## config.mk

```make
export PLATFORM = sky130hd
export DESIGN_NAME = mac_rr_scheduler
export DESIGN_NICKNAME = d
export VERILOG_FILES = /design/src/rtl/mac_rr_scheduler_pkg.sv /design/src/rtl/mac_rr_scheduler_mac_pipe.sv /design/src/rtl/mac_rr_scheduler.sv
export SDC_FILE = /design/constraint.sdc
export NUM_CORES = 1
export LEC_CHECK = 0
export ABC_AREA = 1
export CAP_MARGIN = 20
export CELL_PAD_IN_SITES_DETAIL_PLACEMENT = 2
export CELL_PAD_IN_SITES_GLOBAL_PLACEMENT = 2
export CORE_UTILIZATION = 30
export CTS_CLUSTER_SIZE = 40
export DETAILED_ROUTE_END_ITERATION = 6
export GPL_TIMING_DRIVEN = 0
export PLACE_DENSITY = 0.73
export SLEW_MARGIN = 20
export SYNTH_ARGS = -nofsm -noshare
export SYNTH_HDL_FRONTEND = slang
export SYNTH_SLANG_ARGS = --single-unit
```

## constraint.sdc

```tcl
create_clock -name clk -period 5.3 [get_ports clk]
set_input_delay 0.53 -clock clk [delete_from_list [all_inputs] [get_ports clk]]
set_output_delay 0.53 -clock clk [all_outputs]
set_load 0.05 [all_outputs]
```

## src/rtl/mac_rr_scheduler_pkg.sv

```systemverilog
// rtl/mac_rr_scheduler_pkg.sv - shared sizing, operand and result types for the shared MAC scheduler
package mac_rr_scheduler_pkg;

  localparam int N_REQ         = 4;
  localparam int SIZE_A        = 8;
  localparam int SIZE_B        = 8;
  localparam int SIZE_C        = 8;
  localparam int SIZE_DATA_OUT = 16;
  localparam int OUT_DEPTH     = 4;
  localparam int ID_W          = $clog2(N_REQ);

  localparam int FIFO_AW = $clog2(OUT_DEPTH);
  localparam int CNT_W   = FIFO_AW + 1;

  function automatic int max_int(input int x, input int y);
    return (x > y) ? x : y;
  endfunction

  // Wide enough that the sum never wraps before the final truncation to SIZE_DATA_OUT.
  localparam int SUM_W = max_int(max_int(SIZE_A + SIZE_B, SIZE_C), SIZE_DATA_OUT) + 1;

  typedef struct packed {
    logic [SIZE_A-1:0] a;
    logic [SIZE_B-1:0] b;
    logic [SIZE_C-1:0] c;
    logic [ID_W-1:0]   id;
  } mac_op_t;

  typedef struct packed {
    logic [SIZE_DATA_OUT-1:0] data;
    logic [ID_W-1:0]          id;
  } mac_res_t;

endpackage

```

## src/rtl/mac_rr_scheduler_mac_pipe.sv

```systemverilog
// rtl/mac_rr_scheduler_mac_pipe.sv - two-stage unsigned A*B+C pipeline carrying the requester id and a valid bit
module mac_pipe
  import mac_rr_scheduler_pkg::*;
(
  input  logic     clk,
  input  logic     rst,
  input  logic     in_valid,
  input  mac_op_t  in_op,
  output logic     out_valid,
  output mac_res_t out_res
);

  mac_op_t          s1_op;
  logic             s1_valid;
  logic [SUM_W-1:0] sum;

  assign sum = SUM_W'(s1_op.a) * SUM_W'(s1_op.b) + SUM_W'(s1_op.c);

  always_ff @(posedge clk or posedge rst) begin
    if (rst) begin
      s1_valid  <= 1'b0;
      s1_op     <= '0;
      out_valid <= 1'b0;
      out_res   <= '0;
    end else begin
      s1_valid  <= in_valid;
      out_valid <= s1_valid;
      if (in_valid) begin
        s1_op <= in_op;
      end
      if (s1_valid) begin
        out_res.data <= SIZE_DATA_OUT'(sum);
        out_res.id   <= s1_op.id;
      end
    end
  end

endmodule

```

## src/rtl/mac_rr_scheduler.sv

```systemverilog
// rtl/mac_rr_scheduler.sv - round-robin sharing of one MAC pipeline with credit-gated issue into a tagged result FIFO
module mac_rr_scheduler
  import mac_rr_scheduler_pkg::*;
(
  input  logic                      clk,
  input  logic                      reset,
  input  logic [N_REQ-1:0]          req_valid,
  output logic [N_REQ-1:0]          req_ready,
  input  logic [N_REQ*SIZE_A-1:0]   req_a,
  input  logic [N_REQ*SIZE_B-1:0]   req_b,
  input  logic [N_REQ*SIZE_C-1:0]   req_c,
  output logic                      res_valid,
  input  logic                      res_ready,
  output logic [SIZE_DATA_OUT-1:0]  res_data,
  output logic [ID_W-1:0]           res_id,
  output logic                      busy
);

  logic [ID_W-1:0]    ptr;
  logic [ID_W-1:0]    grant;
  logic [ID_W-1:0]    idx;
  logic               grant_found;
  logic               credit_ok;
  logic               accept;
  logic               push;
  logic               pop;
  logic [1:0]         inflight;
  mac_op_t            op;
  mac_res_t           pipe_res;
  mac_res_t           mem [OUT_DEPTH];
  logic [FIFO_AW-1:0] wr_ptr;
  logic [FIFO_AW-1:0] rd_ptr;
  logic [CNT_W-1:0]   count;

  always_comb begin
    grant       = '0;
    grant_found = 1'b0;
    idx         = '0;
    for (int k = 0; k < N_REQ; k++) begin
      idx = ptr + ID_W'(k);
      if (!grant_found && req_valid[idx]) begin
        grant_found = 1'b1;
        grant       = idx;
      end
    end
  end

  // Registered counts only: a pop this cycle frees its credit next cycle.
  assign credit_ok = ((CNT_W+1)'(inflight) + (CNT_W+1)'(count)) < (CNT_W+1)'(OUT_DEPTH);

  always_comb begin
    req_ready = '0;
    if (!reset && grant_found && credit_ok) begin
      req_ready[grant] = 1'b1;
    end
  end

  assign accept = |(req_valid & req_ready);

  always_comb begin
    op    = '0;
    op.a  = req_a[grant*SIZE_A +: SIZE_A];
    op.b  = req_b[grant*SIZE_B +: SIZE_B];
    op.c  = req_c[grant*SIZE_C +: SIZE_C];
    op.id = grant;
  end

  mac_pipe u_pipe (
    .clk       (clk),
    .rst       (reset),
    .in_valid  (accept),
    .in_op     (op),
    .out_valid (push),
    .out_res   (pipe_res)
  );

  always_ff @(posedge clk or posedge reset) begin
    if (reset) begin
      ptr      <= '0;
      inflight <= '0;
    end else begin
      if (accept) begin
        ptr <= grant + ID_W'(1);
      end
      case ({accept, push})
        2'b10:   inflight <= inflight + 2'd1;
        2'b01:   inflight <= inflight - 2'd1;
        default: inflight <= inflight;
      endcase
    end
  end

  assign res_valid = (count != '0);
  assign pop       = res_valid && res_ready;
  assign res_data  = mem[rd_ptr].data;
  assign res_id    = mem[rd_ptr].id;
  assign busy      = (inflight != '0) || res_valid;

  always_ff @(posedge clk or posedge reset) begin
    if (reset) begin
      wr_ptr <= '0;
      rd_ptr <= '0;
      count  <= '0;
      for (int i = 0; i < OUT_DEPTH; i++) begin
        mem[i] <= '0;
      end
    end else begin
      if (push) begin
        mem[wr_ptr] <= pipe_res;
        wr_ptr      <= wr_ptr + FIFO_AW'(1);
      end
      if (pop) begin
        rd_ptr <= rd_ptr + FIFO_AW'(1);
      end
      case ({push, pop})
        2'b10:   count <= count + CNT_W'(1);
        2'b01:   count <= count - CNT_W'(1);
        default: count <= count;
      endcase
    end
  end

  push_never_full: assert property (@(posedge clk) disable iff (reset)
    !(push && (count == CNT_W'(OUT_DEPTH))));

endmodule
```

# [After elaboration in Yosys (flattened, before gate mapping)]
# Index checks and enable logic that the tools add are counted.
[totals] ff_bits=129 latch_bits=0 mem_bits_rw=0 mem_bits_ro=0 elab_cells=99 memories=0
[classes] addsub=12 mul=1 n_div=0 magnitude_cmp=10 eq_ne=4 shift=3 muxes=27 bitwise=3 reduce_logical=18
[op_table] cell="variable part select 32 x 6 -> 8 bit" n=3
[op_table] cell="bitwise mux 72 bit" n=1
[op_table] cell="2-to-1 mux 18 bit" n=3
[op_table] cell="binary-select mux 18 bit (select 2 bit)" n=1
[op_table] cell="demux 18 bit (select 2 bit)" n=1
[op_table] cell="adder 16 x 8 -> 16 bit" n=1
[op_table] cell="multiplier 8 x 8 -> 16 bit" n=1
[op_table] cell="less-than comparator 2 x 3 -> 1 bit, second input constant" n=5
[op_table] cell="adder 2 x 1 -> 2 bit, second input constant" n=5
[op_table] cell="2-to-1 mux 1 bit" n=9
[op_table] cell="binary-select mux 1 bit (select 2 bit)" n=4
[op_table] cell="logical AND 1 bit" n=8
[op_table] cell="2-to-1 mux 2 bit" n=4
[op_table] cell="greater-or-equal comparator 3 bit, second input constant" n=2
[op_table] cell="NOT 2 -> 3 bit" n=2
[op_table] cell="case mux 3 bit (2 select lines)" n=1
[op_table] cell="nonzero test 2 bit" n=3
[op_table] cell="adder 2 bit, second input constant" n=2
[op_table] cell="adder 2 x 3 -> 4 bit" n=1
[op_table] cell="AND 4 bit" n=1
[op_table] cell="equality test 2 x 1 -> 1 bit, second input constant" n=2
[op_table] cell="equality test 2 bit, second input constant" n=2
[op_table] cell="zero test 1 bit" n=4
[op_table] cell="less-than comparator 4 x 3 -> 1 bit, second input constant" n=1
[op_table] cell="other kinds (11)" n=11

# [Longest topological paths before layout]
# Gate-level depths: netlist of the first run.
[logic_depth] depth_word=21 ltp_mapped=22

# [Cells and area by module]
# Synthesis of the first run repeated with hierarchy kept, for this count alone.
[unflattened] hier_cells=1253 hier_area_um2=9270.1
[by_module_without_submodules] module="mac_rr_scheduler" n_inst=1 cells_each=731 area_each_um2=5052.3
[by_module_without_submodules] module="mac_pipe" n_inst=1 cells_each=522 area_each_um2=4217.8

# [Worst setup path after synthesis of the first run]
# OpenSTA, ideal clock, no wires.
[synth_timing] path_kind="input -> output" startpoint="input port reset" endpoint="output port req_ready[0]" t_arrival_ns=4.525 setup_slack_ns=0.245 stages=5 n_path_buf=0 cell_sequence="inv_1 > nand2_1 > a31oi_1 > nand2_1 > nor2_1"
[synth_via] elab_chain_cells=4
[synth_lines] item="start, declared" line="mac_rr_scheduler.sv:6" text="input logic reset,"
[synth_lines] item="zero test 1 bit (no line)"
[synth_lines] item="logical AND 1 bit (2 in a row)" line="mac_rr_scheduler.sv:53" text="if (!reset && grant_found && credit_ok) begin"
[synth_lines] item="2-to-1 mux 4 bit" line="mac_rr_scheduler.sv:53"
[synth_lines] item="end, declared" line="mac_rr_scheduler.sv:8" text="output logic [N_REQ-1:0] req_ready,"
# No other way between the ends.

# [Final worst setup path of the first run]
[layout_timing] startpoint="register u_pipe.s1_op[22] (netlist bit)" endpoint="register u_pipe.out_res[12] (netlist bit)"
[layout_via] elab_chain_cells=2
[layout_lines] item="start, declared" line="mac_rr_scheduler_mac_pipe.sv:13" text="mac_op_t s1_op;"
[layout_lines] item="start signal, assigned" line="mac_rr_scheduler_mac_pipe.sv:29" text="s1_op <= in_op;"
[layout_lines] item="multiplier 8 x 8 -> 16 bit" line="mac_rr_scheduler_mac_pipe.sv:17" text="assign sum = SUM_W'(s1_op.a) * SUM_W'(s1_op.b) + SUM_W'(s1_op.c);"
[layout_lines] item="adder 16 x 8 -> 16 bit" line="mac_rr_scheduler_mac_pipe.sv:17"
[layout_lines] item="end, declared" line="mac_rr_scheduler_mac_pipe.sv:10" text="output mac_res_t out_res"
# No other way between the ends.
# A chain may end at the register's enable or synchronous reset.

==> results of run 1 <==
==> logic make-up after synthesis <==
kind of cell | Yosys count
flip-flops | 129
AND/OR/NAND/NOR | 562
adder cells (fa/ha/maj) | 92
XOR/XNOR | 8
buffers and inverters | 295
AO/OA/AOI/OAI | 175
==> layout make-up <==
type                    instances  area share, %
clock buffers                  18          3.740
inverters                     228          7.353
flip-flops and latches        129          27.49
well taps                     396          4.220
clock inverters                14          1.460
repair buffers                127          10.98
plain buffers                  60          2.621
multi-input cells             837          42.14
==> critical path, delay by kind of cell, from the launching register on <==
kind / cells / cell delay (ns)
adder cells (fa/ha/maj): 5 / 2.42
AO/OA/AOI/OAI: 5 / 0.94
buffers and inverters: 4 / 0.58
AND/OR/NAND/NOR: 3 / 0.52
flip-flops: 1 / 0.32
==> per-layer routing <==
metal | part of all wire (%) | routed length [microns] | up-vias
li1 | - | - | 4177
met1 | 42 | 13130 | 4328
met2 | 54 | 16540 | 129
met3 | 2.5 | 781 | 27
met4 | 1.5 | 452 | 0
met5 | 0 | 0 | -
==> how the worst min path moves through the flow <==
stage	from	to	slack, ns	cells after the start
3_3_place_gp	mem[49]	mem[49]	0.46	2
2_1_floorplan	u_pipe.s1_valid	u_pipe.out_valid	0.43	0
5_1_grt	reset	count[0]	0.51	2
4_1_cts	mem[49]	mem[49]	0.48	2
3_5_place_dp	mem[50]	mem[50]	0.47	2
6_report	mem[28]	mem[28]	0.48	2
==> state kept, by name, indices dropped and copies added, names as in the netlist <==
name,flops
mem,72
u_pipe.s1_op,26
u_pipe.out_res,18
count,3
inflight,2
ptr,2
rd_ptr,2
wr_ptr,2
u_pipe.out_valid,1
u_pipe.s1_valid,1
==> layout by cell type, fill, tap and decap left out, types with 2 or more instances in the layout <==
cell	synthesis	final
nor2_1	59	59
fa_1	45	45
a31oi_1	3	3
nand4_1	8	8
clkinv_4	0	5
nand3_2	4	4
buf_2	15	15
a21oi_1	11	11
clkbuf_16	0	17
buf_4	4	4
nand2_1	350	350
o21ai_1	4	4
inv_1	222	221
inv_2	5	5
ha_1	47	47
o21ai_0	132	132
clkbuf_1	41	34
clkdlybuf4s50_1	0	126
xnor2_1	4	4
bufinv_16	0	2
xor2_1	4	4
nand2_2	16	16
dfrtp_1	129	129
nand3_1	90	90
or2_2	3	3
buf_6	5	5
nor3_1	3	3
inv_6	0	3
o22ai_1	21	21
inv_8	0	4
nand3b_1	24	24
nor2_8	2	2
==> per-stage QoR <==
| step | area [sq um] | hold WS (ns) | util (%) | instances | setup WS, ns |
|---|---|---|---|---|---|
| 5_1_grt | 11740 | 0.5108 | 38.28 | 1809 | 0.01350 |
| 4_1_cts | 11770 | 0.4835 | 38.37 | 1816 | 0.2094 |
| 6_report | 11740 | 0.4827 | 38.28 | 1809 | 0.4115 |
| 2_1_floorplan | 9365 | 0.4341 | - | 1261 | 0.2447 |
| 3_3_place_gp | 11120 | 0.4605 | 36.26 | 1783 | -1.956 |
| 3_5_place_dp | 11160 | 0.4683 | 36.38 | 1784 | 0.2853 |
==> results by group, run 1 <==
Cells and area
  – P&R area growth vs syn: 25.37%
  – Nets@finish: 1,595
  – Layout cells sized above 1: ~6.6%
  – # diodes: 0
  – Seq. cell area: 3228 sq um
  – Fillers: around 3.6k
  – Footprint of the multi-input gates: ~4900 sq um

Logic synthesis
  – Top post-synthesis cells by count: nand2_1 (350), inv_1 (222), o21ai_0 (132)
  – Largest family of logic cells by synthesized area: simple AND/OR/NAND/NOR gates
  – Register area share after synthesis: 34.47%
  – Synth area leader: dfrtp_1
  – Post-synth EDFFs: 0
  – Most used DFF post-synth: dfrtp_1
  – Syn avg cell area: ~7.4 sq um
  – Largest cells by area after synthesis: dfrtp_1 (34%), nand2_1 (14%), fa_1 (9.6%)
  – Flops & latches, synth: approximately 130
  – Synth Area in Compound Gates: approximately a tenth
  – Mux contribution to synthesized area: 0%
  – Mapped Nets: 1,456
  – YS warnings: 0
  – Synth Area in Simple Gates: between 20% and 30%
  – Top cell type's share of synthesized area: approximately 34%
  – Count leader, synth: nand2_1
  – Area of the mapped netlist: ~9400 sq um
  – Mapped Cells: 1,261
  – Adder-Cell Fraction of Synth Area: 15.90%
  – XOR/XNOR Fraction of Synth Area: less than 1%
  – Yosys cell types: 36
  – FFs w/ async S/R, synth: 100.0%

Clocking
  – Clock sink total: roughly 130
  – Clk root buf: clkbuf_16
  – Cts bufs inserted: 17
  – Hold-fix buffers, CTS: 0
  – CTS tree: built
  – H-tree levels: 4
  – Post-cts resize count: 0
  – Setup Fix Bufs, Post-CTS: 0
  – Clock slew seen by the registers of the worst setup and hold paths: ~0.07 ns
  – CTS max path bufs: 2
  – Worst skew pair latency: about 0.43 ns

Timing
  – RSZ-0062 raised after global routing: false
  – Actual slew at the worst max-slew pin: ~0.75 ns
  – Tcrit/Tclk final: 92.24%
  – Worst clock skew: about 0.014 ns
  – Setup TNS: 0 ns
  – Tmin final: around 5 ns
  – Fmax: between 200 and 250 MHz
  – Max_slew headroom: 49.68%
  – Final hold violation count: 0
  – Final Setup Violations: 0
  – Max Transition Viols Final: 0

Global route
  – Met3 Use GR: about 3%
  – Largest net degree at the start of global routing: between 90 and 100
  – Initial antenna violation count: 0
  – Total GRT Usage: a little over a fifth
  – Remaining Overflow, GRT: 0
  – GRT Max-Usage Layer: met2
  – Met1 Use GR: about a quarter
  – Vias in the first global route: approximately 10k
  – First-pass GRT wire length: 51.97 mm
  – Met2 usage: 39.91%

Floorplan
  – Die W: roughly 180 microns
  – I/O pins: between 100 and 150
  – FP Rows: 64
  – Core area: roughly 30,000 sq um
  – Chip height: 178.7 microns
  – Die Area: approximately 32,000 sq um
  – Initial core utilization: just over 30%

Setup path
  – Critical Path Slowest Stage Cell: fa_1
  – CP cell instances: clkbuf_1, nand2_1, fa_1, fa_1, inv_1, fa_1, inv_1, fa_1, inv_1, ha_1, a21oi_1, o21ai_0, a21oi_1, o21ai_0, or2_2, nand3_1, o21ai_0
  – FF-to-FF Start: u_pipe.s1_op[22]
  – Crit Path Max Fanout: 9
  – CP Class: reg -> reg
  – Crit end category: flop
  – Crit path DAT: a little over 5 ns
  – Req. time, crit path: around 5.6 ns
  – Critical Path Most Common Cell: fa_1
  – R2r worst-path depth: 17
  – CP endpoint: u_pipe.out_res[12]
  – RR Endpoint: u_pipe.out_res[12]
  – Largest stage delay on the critical path: between 0.5 and 0.6 ns
  – Setup crit start: u_pipe.s1_op[22]
  – Crit start category: flop
  – Reg2Reg Setup Slack: ~0.41 ns

Route
  – DRT Wirelength: 30.91 mm
  – DR vias: 8,661
  – DRC Markers: 0
  – Detail Route Antenna Nets: 0
  – 1st-iter DRT viols: between 300 and 400
  – 1st-pass router iterations: 4
  – DR vias/cell: between 4 and 5
  – WL per Instance: between 15 and 20 microns

Hold path
  – Hold Path Class: reg -> reg

Status
  – Status: finished clean

Flow run
  – Maxcap violations: 0

Place
  – Port bufs: 126
  – Final Wtd Congestion: between 0.7 and 0.8
  – Hpwl dp: roughly 24 mm
Power of run 1 is left out: the tool's default activity adds up to more than one toggle a clock period on the data nets, which glitch-free logic cannot reach.
==> inputs of run 2 (changes only) <==
--- a/config.mk
+++ b/config.mk
@@ -14,6 +14,8 @@
 export DETAILED_ROUTE_END_ITERATION = 6
 export GPL_TIMING_DRIVEN = 0
 export PLACE_DENSITY = 0.73
+export SKIP_CTS_REPAIR_TIMING = 1
+export SKIP_LAST_GASP = 1
 export SLEW_MARGIN = 20
 export SYNTH_ARGS = -nofsm -noshare
 export SYNTH_HDL_FRONTEND = slang
==> results of run 2 <==
The final DEF is identical to that of run 1; final timing and power are the same.
Power of run 2 is left out for the same reason.
==> inputs of run 3 (changes only) <==
--- a/config.mk
+++ b/config.mk
@@ -13,7 +13,7 @@
 export CTS_CLUSTER_SIZE = 40
 export DETAILED_ROUTE_END_ITERATION = 6
 export GPL_TIMING_DRIVEN = 0
-export PLACE_DENSITY = 0.73
+export PLACE_DENSITY_LB_ADDON = 0.08
 export SKIP_CTS_REPAIR_TIMING = 1
 export SKIP_LAST_GASP = 1
 export SLEW_MARGIN = 20
==> results by group, run 3 (synthesized netlist as in run 1, its figures left out) <==
Route
  – 1st-iter DRT viols: 292 (was 317)
  – DRC Markers: 0 (unchanged)
  – Detail Route Antenna Nets: 0 (unchanged)
  – DR vias/cell: 4.731 (was 4.788)
  – WL per Instance: 17.23 microns (was 17.09 microns)
  – DR vias: 8,592 (was 8,661)
  – 1st-pass router iterations: 4 (unchanged)
  – DRT Wirelength: 31.30 mm (was 30.91 mm)

Cells and area
  – Most frequent cells in the layout: nand2_1 (350), inv_1 (221), o21ai_0 (132) (unchanged)
  – P&R area growth vs syn: 25.95% (was 25.37%)
  – Finished Core Util: 38.46% (was 38.28%)
  – Largest register by flop count: mem (unchanged)
  – Commonest non-fill, non-tap cell in the layout: nand2_1 (unchanged)
  – Largest registers: mem x72, u_pipe.s1_op x26, u_pipe.out_res x18 (unchanged)
  – Fillers: 3,615 (was 3,570)
  – Max FFs per register: 72 (unchanged)
  – Layout cells sized above 1: 6.479% (was 6.582%)
  – Nets@finish: 1,602 (was 1,595)
  – # diodes: 0 (unchanged)

Floorplan
  – FP Rows: 64 (unchanged)
  – Core area: 30,670 sq um (unchanged)
  – I/O pins: 127 (unchanged)
  – Die W: 178.7 microns (unchanged)
  – Initial core utilization: 30.54% (unchanged)
  – Chip height: 178.7 microns (unchanged)
  – Die Area: 31,930 sq um (unchanged)

Flow run
  – Maxcap violations: 0 (unchanged)

Setup path
  – CP cell instances: clkbuf_1, nand2_1, fa_1, fa_1, inv_1, fa_1, inv_1, fa_1, inv_1, ha_1, a21oi_1, o21ai_0, a21oi_1, o21ai_0, or2_2, nand3_1, o21ai_0 (unchanged)
  – Critical Path Most Common Cell: fa_1 (unchanged)
  – CP delay by family, top: adder cells (unchanged)
  – Largest stage delay on the critical path: 0.54 ns (about the same)
  – Critical Path Slowest Stage Cell: fa_1 (unchanged)
  – Crit start category: flop (unchanged)
  – CP Class: reg -> reg (unchanged)
  – Crit. path cell count: 17 (unchanged)
  – Crit end category: flop (unchanged)
  – R2r worst-path depth: 17 (unchanged)
  – Req. time, crit path: 5.59 ns (about the same)
  – Crit Path Max Fanout: 9 (unchanged)
  – Crit path DAT: 5.13 ns (was 5.18 ns)
  – Critical path buffers and inverters: 4 (unchanged)

Clocking
  – Clk root buf: clkbuf_16 (unchanged)
  – Cts bufs inserted: 17 (unchanged)
  – CTS tree: built (unchanged)
  – Worst skew pair latency: 0.43 ns (about the same)
  – H-tree levels: 4 (unchanged)
  – CTS max path bufs: 2 (unchanged)
  – Clock sink total: 129 (unchanged)
  – Clock slew seen by the registers of the worst setup and hold paths: 0.06 ns (was 0.07 ns)

Global route
  – Initial antenna violation count: 0 (unchanged)
  – First-pass GRT wire length: 51.70 mm (was 51.97 mm)
  – Remaining Overflow, GRT: 0 (unchanged)
  – Largest net degree at the start of global routing: 95 (was 91)
  – Vias in the first global route: 9,788 (was 10.00k)
  – Total GRT Usage: 21.16% (was 21.01%)

Place
  – Hpwl dp: 24.42 mm (was 24.28 mm)
  – Final Wtd Congestion: 0.7769 (was 0.7899)
  – Port bufs: 126 (unchanged)
  – Worst slack, placed: 0.3753 ns (was 0.2853 ns)

Timing
  – Hold slack: 0.4809 ns (was 0.4827 ns)
  – Tcrit/Tclk final: 91.27% (was 92.24%)
  – Final hold violation count: 0 (unchanged)
  – RSZ-0062 raised after global routing: false (unchanged)
  – Actual slew at the worst max-slew pin: 0.7649 ns (was 0.7548 ns)
  – Fmax: 206.7 MHz (was 204.6 MHz)
  – Setup ws final: 0.4628 ns (was 0.4115 ns)
  – Worst clock skew: 0.01225 ns (was 0.01422 ns)
  – Max_slew headroom: 49.01% (was 49.68%)
  – Max Transition Viols Final: 0 (unchanged)
  – Final Setup Violations: 0 (unchanged)
  – Tmin final: 4.837 ns (was 4.889 ns)

Power
  – P_leak: between 0.006 and 0.007 uW
  – Peak supply drop: roughly 0.29 mV
  – Power per cell area: roughly 760 nW/um^2

Hold path
  – Hold Path Class: in -> async (was reg -> reg)

Status
  – Status: finished clean (unchanged)
==> run 3: per-layer routing <==
metal,vias up,wire (microns),GRT usage [%]
met2,138,16330,39.47
met1,4218,13620,24.74
met4,0,520,6.073
met5,-,0,0
li1,4200,-,-
met3,36,820,3.287
==> run 3: path summary, 6_finish.rpt <==
check	startpoint	end	slack (ns)
setup / recovery	u_pipe.s1_op[17]	u_pipe.out_res[12]	0.46
hold / removal	reset	count[2]	0.48
setup reg to reg	u_pipe.s1_op[17]	u_pipe.out_res[12]	0.46
hold reg to reg	mem[22]	mem[22]	0.48
max in group asynchronous	reset	u_pipe.out_res[14]	4.05
min in group clk	mem[22]	mem[22]	0.48
==> run 3: power by group <==
part           leakage, uW  internal (uW)  switching (uW)
clock             0.000299            814             481
sequential         0.00169           1380             209
combinational      0.00420           2060            4050
total              0.00618           4260            4740
==> run 3: final cells by class <==
| cell class | instances | area, sq um | share of cell area (%) |
|---|---|---|---|
| flip-flops and latches | 129 | 3228 | 27.37 |
| clock buffers | 20 | 456.7 | 3.872 |
| clock inverters | 12 | 181.4 | 1.538 |
| plain buffers | 67 | 334.1 | 2.832 |
| repair buffers | 127 | 1289 | 10.93 |
| inverters | 228 | 863.3 | 7.319 |
| multi-input cells | 837 | 4947 | 41.94 |
| well taps | 396 | 495.5 | 4.201 |
==> run 3: per-stage QoR <==
step	TNS (ns)	power, uW	cell area (sq um)	cells
finish	0	9001	11800	1816
global route	0	10010	11800	1816
CTS	0	9211	11800	1816
detailed placement	0	7841	11160	1784
global placement	-173.65	7635	11120	1783
floorplan	0	5924	9365	1261
==> run 3: worst register-to-register path, stage by stage (launching register included) <==
cell      delay (ns)
dfrtp_1         0.32
clkbuf_1        0.40
nand2_1         0.16
fa_1            0.53
fa_1            0.54
inv_1           0.05
fa_1            0.53
inv_1           0.06
fa_1            0.52
inv_1           0.04
ha_1            0.36
a21oi_1         0.20
o21ai_0         0.14
a21oi_1         0.22
o21ai_0         0.16
or2_2           0.30
nand3_1         0.06
o21ai_0         0.08
(Power assumes the default switching activity.)
